`src/rtl/cpu_params.sv`:
```
// Shared fetch-side definitions: reset PC, FSM state encoding and PC alignment helper.
package cpu_params;

    localparam logic [31:0] RESET_PC_DEFAULT = 32'h1eceb000;
    localparam logic [31:0] PC_ALIGN_MASK    = ~32'h3;
    localparam logic [31:0] PC_STEP          = 32'd4;
    localparam logic [3:0]  RMASK_WORD       = 4'hf;
    localparam logic [3:0]  RMASK_NONE       = 4'h0;

    typedef enum logic [1:0] {
        REQ  = 2'd0,
        WAIT = 2'd1,
        KILL = 2'd2
    } fetch_state_t;

    function automatic logic [31:0] align_pc(input logic [31:0] pc);
        return pc & PC_ALIGN_MASK;
    endfunction

endpackage

```
`src/rtl/fetch_stage.sv`:
```
// Instruction fetch: one outstanding word read, one-entry output buffer toward the
// instruction queue, and flush/redirect from the backend.
module fetch_stage
    import cpu_params::*;
#(
    parameter logic [31:0] RESET_PC = RESET_PC_DEFAULT
) (
    input  logic        clk,
    input  logic        rst,
    output logic [31:0] imem_addr,
    output logic [3:0]  imem_rmask,
    input  logic [31:0] imem_rdata,
    input  logic        imem_resp,
    output logic        fifo_valid,
    input  logic        fifo_ready,
    output logic [31:0] fifo_pc,
    output logic [31:0] fifo_inst,
    input  logic        backend_flush,
    input  logic [31:0] backend_redirect_pc
);

    fetch_state_t state, state_next;
    logic [31:0]  pc;
    logic         buf_free;
    logic         issue;
    logic         load;
    logic         transfer;

    assign buf_free  = !fifo_valid || fifo_ready;
    assign transfer  = fifo_valid && fifo_ready;
    assign imem_addr = pc;

    // Requests are suppressed while rst is held so the reset cycle never launches a read.
    always_comb begin
        state_next = state;
        issue      = 1'b0;
        load       = 1'b0;
        unique case (state)
            REQ: begin
                if (buf_free && !backend_flush && !rst) begin
                    issue      = 1'b1;
                    state_next = WAIT;
                end
            end
            WAIT: begin
                if (imem_resp) begin
                    load       = !backend_flush;
                    state_next = REQ;
                end else if (backend_flush) begin
                    state_next = KILL;
                end
            end
            KILL: begin
                if (imem_resp) begin
                    state_next = REQ;
                end
            end
            default: state_next = REQ;
        endcase
    end

    assign imem_rmask = issue ? RMASK_WORD : RMASK_NONE;

    always_ff @(posedge clk) begin
        if (rst) begin
            state <= REQ;
        end else begin
            state <= state_next;
        end
    end

    always_ff @(posedge clk) begin
        if (rst) begin
            pc <= RESET_PC;
        end else if (backend_flush) begin
            pc <= align_pc(backend_redirect_pc);
        end else if (load) begin
            pc <= pc + PC_STEP;
        end
    end

    // A load always lands in a free slot: the read was only issued when the buffer was free.
    always_ff @(posedge clk) begin
        if (rst) begin
            fifo_valid <= 1'b0;
            fifo_pc    <= '0;
            fifo_inst  <= '0;
        end else begin
            if (backend_flush) begin
                fifo_valid <= 1'b0;
            end else if (load) begin
                fifo_valid <= 1'b1;
            end else if (transfer) begin
                fifo_valid <= 1'b0;
            end
            if (load) begin
                fifo_pc   <= pc;
                fifo_inst <= imem_rdata;
            end
        end
    end

endmodule

```
`config.mk`:
```
export PLATFORM = sky130hd
export DESIGN_NAME = fetch_stage
export DESIGN_NICKNAME = d
export VERILOG_FILES = /design/src/rtl/cpu_params.sv /design/src/rtl/fetch_stage.sv
export SDC_FILE = /design/constraint.sdc
export NUM_CORES = 1
export LEC_CHECK = 0
export ABC_AREA = 1
export ABC_CLOCK_PERIOD_IN_PS = 2400
export CAP_MARGIN = 20
export CORE_MARGIN = 4
export CORE_UTILIZATION = 48
export CTS_CLUSTER_SIZE = 10
export DETAILED_ROUTE_END_ITERATION = 6
export PLACE_DENSITY_LB_ADDON = 0.25
export SYNTH_ARGS = -nofsm -noshare
export SYNTH_HDL_FRONTEND = slang
export SYNTH_SLANG_ARGS = --single-unit
```
`constraint.sdc`:
```
create_clock -name clk -period 2.4 [get_ports clk]
set_input_delay 0.48 -clock clk [delete_from_list [all_inputs] [get_ports clk]]
set_output_delay 0.48 -clock clk [all_outputs]
set_load 0.03 [all_outputs]
```
==> flow_summary.ini <==
[global_route]
use_met1_pct = 31.9
grt_pass1_wl_mm = 22.0
grt-busiest-layer = met2
grt_overflow = 0
grt_max_degree = 61
grtUsageTotal_pct = 24.8
antenna_found_initial = 0
gr-usage-met3_pct = 4.91
grt_pass1_vias = 4428
grt_use_met2_pct = 41.7

[worst_setup_path]
critPathMostFrequentCell = nor2_1
path_max_fanout = 5
cp-end-kind = primary output
max_stage_delay_ps = 490
crit_type = input pin to primary output
critical_path.top_delay_family = buffers and inverters
crit_required_ps = 1920
crit_arrival_ps = 1670
slowest_stage = clkdlybuf4s50_1
cp_cell_sequence = clkdlybuf4s50_1, nor2_1, nand2_1, nor2_1, buf_4
crit_buf_inv = 2
startpoint_type = input pin

[floorplanning]
coreArea_mm2 = 0.00881
rows = 34
die-area_mm2 = 0.0108
io_pins = 170
start_util_pct = 50.0
die_y_um = 104
die_w_um = 104

[clock_network]
path_clk_slew_ps = 100
clock_tree.root_cell = clkbuf_8
cts_tree = done
post_cts_buffers = 0
cts_hold_buf = 0
htreeDepth = 3
cts_buffer_depth = 2
numCtsBuffers = 9
clk_latency_ps = 360
cts_resized = 0
cts_sinks = 95

[logic_synthesis]
synth_compound_area_share_pct = 15.9
ys.flop_type = dfxtp_1
synthMuxAreaShare_pct = 0
ys_ff_latch = 95
yosys.area_share.xor_xnor_pct = 0.795
netlist_instances = 632
syn_avg_cell_area_um2 = 6.97
seq_area_frac_synth_pct = 43.2
synthDistinctLibCells = 41
synth-edff-count = 0
synth.top_cell.area_share_pct = 43.2
synth_top_family_by_area = simple AND/OR/NAND/NOR gates
ys_warn_count = 0
ys_top_cells_by_area = dfxtp_1, nor2_1, nand2_1
synth_simple_gate_area_share_pct = 30.6
syn_area_mm2 = 0.00441
synth_fa_ha_area_share_pct = 0.284
yosysTopAreaCell = dfxtp_1
async_reset_ff_share_pct = 0

[final_layout]
fill_cells = 753
stdcell_area_mm2 = 0.00632
antenna_cells = 0
syn2layout_area_growth_pct = 43.5
mostFrequentLayoutCell = clkdlybuf4s50_1
drive_gt1_share_pct = 6.74
nNetsFinal = 852
layout.cells.most_common_list = clkdlybuf4s50_1, nor2_1, nand2_1

[drt]
drt_wl_total_mm = 13.9
ant_nets = 0
drt_iter0_markers = 262
vias = 4792
route.detailed.drc = 0
drt-pass1-iter-count = 6
vias_per_cell = 5.36
wl_per_cell_um = 15.5

[power]
p_switching_uw = 1020
cellLeakagePower_uw = 0.00253
comb_power_share_pct = 17.5
peakVddDrop_v = 0.000297
powerDensity_mw_per_mm2 = 574
swShare_pct = 28.0
clockPowerShare_pct = 35.5
p_int_uw = 2610
pwr-share-seq_pct = 47.0

[sta]
period_share_pct = 89.7
rsz0062_at_grt = false
whs_ps = 468
fmax_ghz = 0.464
setup_viol = 0
finalHoldViolCount = 0
min_period_ps = 2150
skew_ps = 7.20
maxSlewViolCount = 0
fin_setup_tns_ps = 0

[run]
max_cap_violations = 0

[place]
globalplace.congestion = 0.866
io_buffers = 163
dpl_cell_area_mm2 = 0.00608
hpwlAfterDp_mm = 10.4

[min_path]
min-delay-path-class = flop to flop

[run_status]
status = completed
-- cell usage after synthesis (2+ instances only) --
master,n
nor2_1,128
nand2_1,113
dfxtp_1,95
o21ai_0,68
inv_1,49
a21oi_1,37
nand3_1,34
clkbuf_1,16
buf_2,12
nor3_1,9
a211oi_1,8
buf_4,8
nand4_1,6
a31oi_1,4
inv_2,4
xor2_1,4
nand2_2,3
nor2_2,3
or2_2,3
a221oi_1,2
buf_6,2
nand3_2,2
nor2_4,2
o211a_1,2
o211ai_1,2
-- power groups by stage --
stage	logic (uW)	clock network (uW)	registers (uW)
2_1_floorplan	232	0	1840
3_3_place_gp	621	0	1740
3_5_place_dp	632	0	1740
4_1_cts	636	1300	1700
5_1_grt	682	1360	1710
6_report	636	1290	1710
-- cell families after synthesis --
kind of cell,Yosys count
and+or+nand+nor,312
AOI/OAI and AO/OA,127
DFF,95
buffers and inverters,92
xor gates and xnor gates,4
adders and majority gates,1
other,1
-- sequential cells by signal, summed over array words and instances (netlist names) --
register	flops
fifo_valid	1
fifo_inst	32
fifo_pc	30
imem_addr	30
state	2
-- per-stage QoR --
step	power (uW)	util [%]	setup slack (ps)	instances
floorplan	2070	-	707	635
global placement	2360	69.1	274	879
detailed placement	2370	69.1	200	879
CTS	3640	71.8	226	894
global route	3760	71.8	140	894
finish	3630	71.8	246	894
-- path summary, 6_finish.rpt --
| path | from | end | slack, ps | cells after the start |
|---|---|---|---|---|
| setup / recovery | rst | imem_rmask[2] | 250 | 5 |
| hold / removal | fifo_pc[2]$_SDFFE_PP0P_ | fifo_pc[2]$_SDFFE_PP0P_ | 470 | 2 |
| setup reg to reg | imem_addr[3]$_SDFFE_PP0P_ | imem_addr[26]$_SDFFE_PP1P_ | 620 | 8 |
| hold reg to reg | fifo_pc[2]$_SDFFE_PP0P_ | fifo_pc[2]$_SDFFE_PP0P_ | 470 | 2 |
-- worst reg2reg max path, cell delays in order (launching register included) --
cell and delay [ps]:
dfxtp_1 470, ha_1 250, nand2_2 90, nor2_2 150, nand2_2 120, nor3_2 310, nand3_1 110, nand3_1 100
nand2_1 60
-- layer usage --
layer | part of all wire [%] | vias to the layer above
met4 | 1.9 | 0
met3 | 8.2 | 29
met5 | 0 | -
met2 | 47 | 235
met1 | 43 | 2190
li1 | - | 2338
-- final cells by class --
cell class / count / area, um^2 / share of cell area, %
flip-flops and latches: 95 / 1900 / 30.1
well taps: 108 / 135 / 2.14
repair buffers: 175 / 1740 / 27.5
clock inverters: 6 / 116 / 1.84
inverters: 53 / 199 / 3.15
multi-input cells: 448 / 2110 / 33.4
clock buffers: 9 / 124 / 1.96
(Power assumes the default switching activity.)
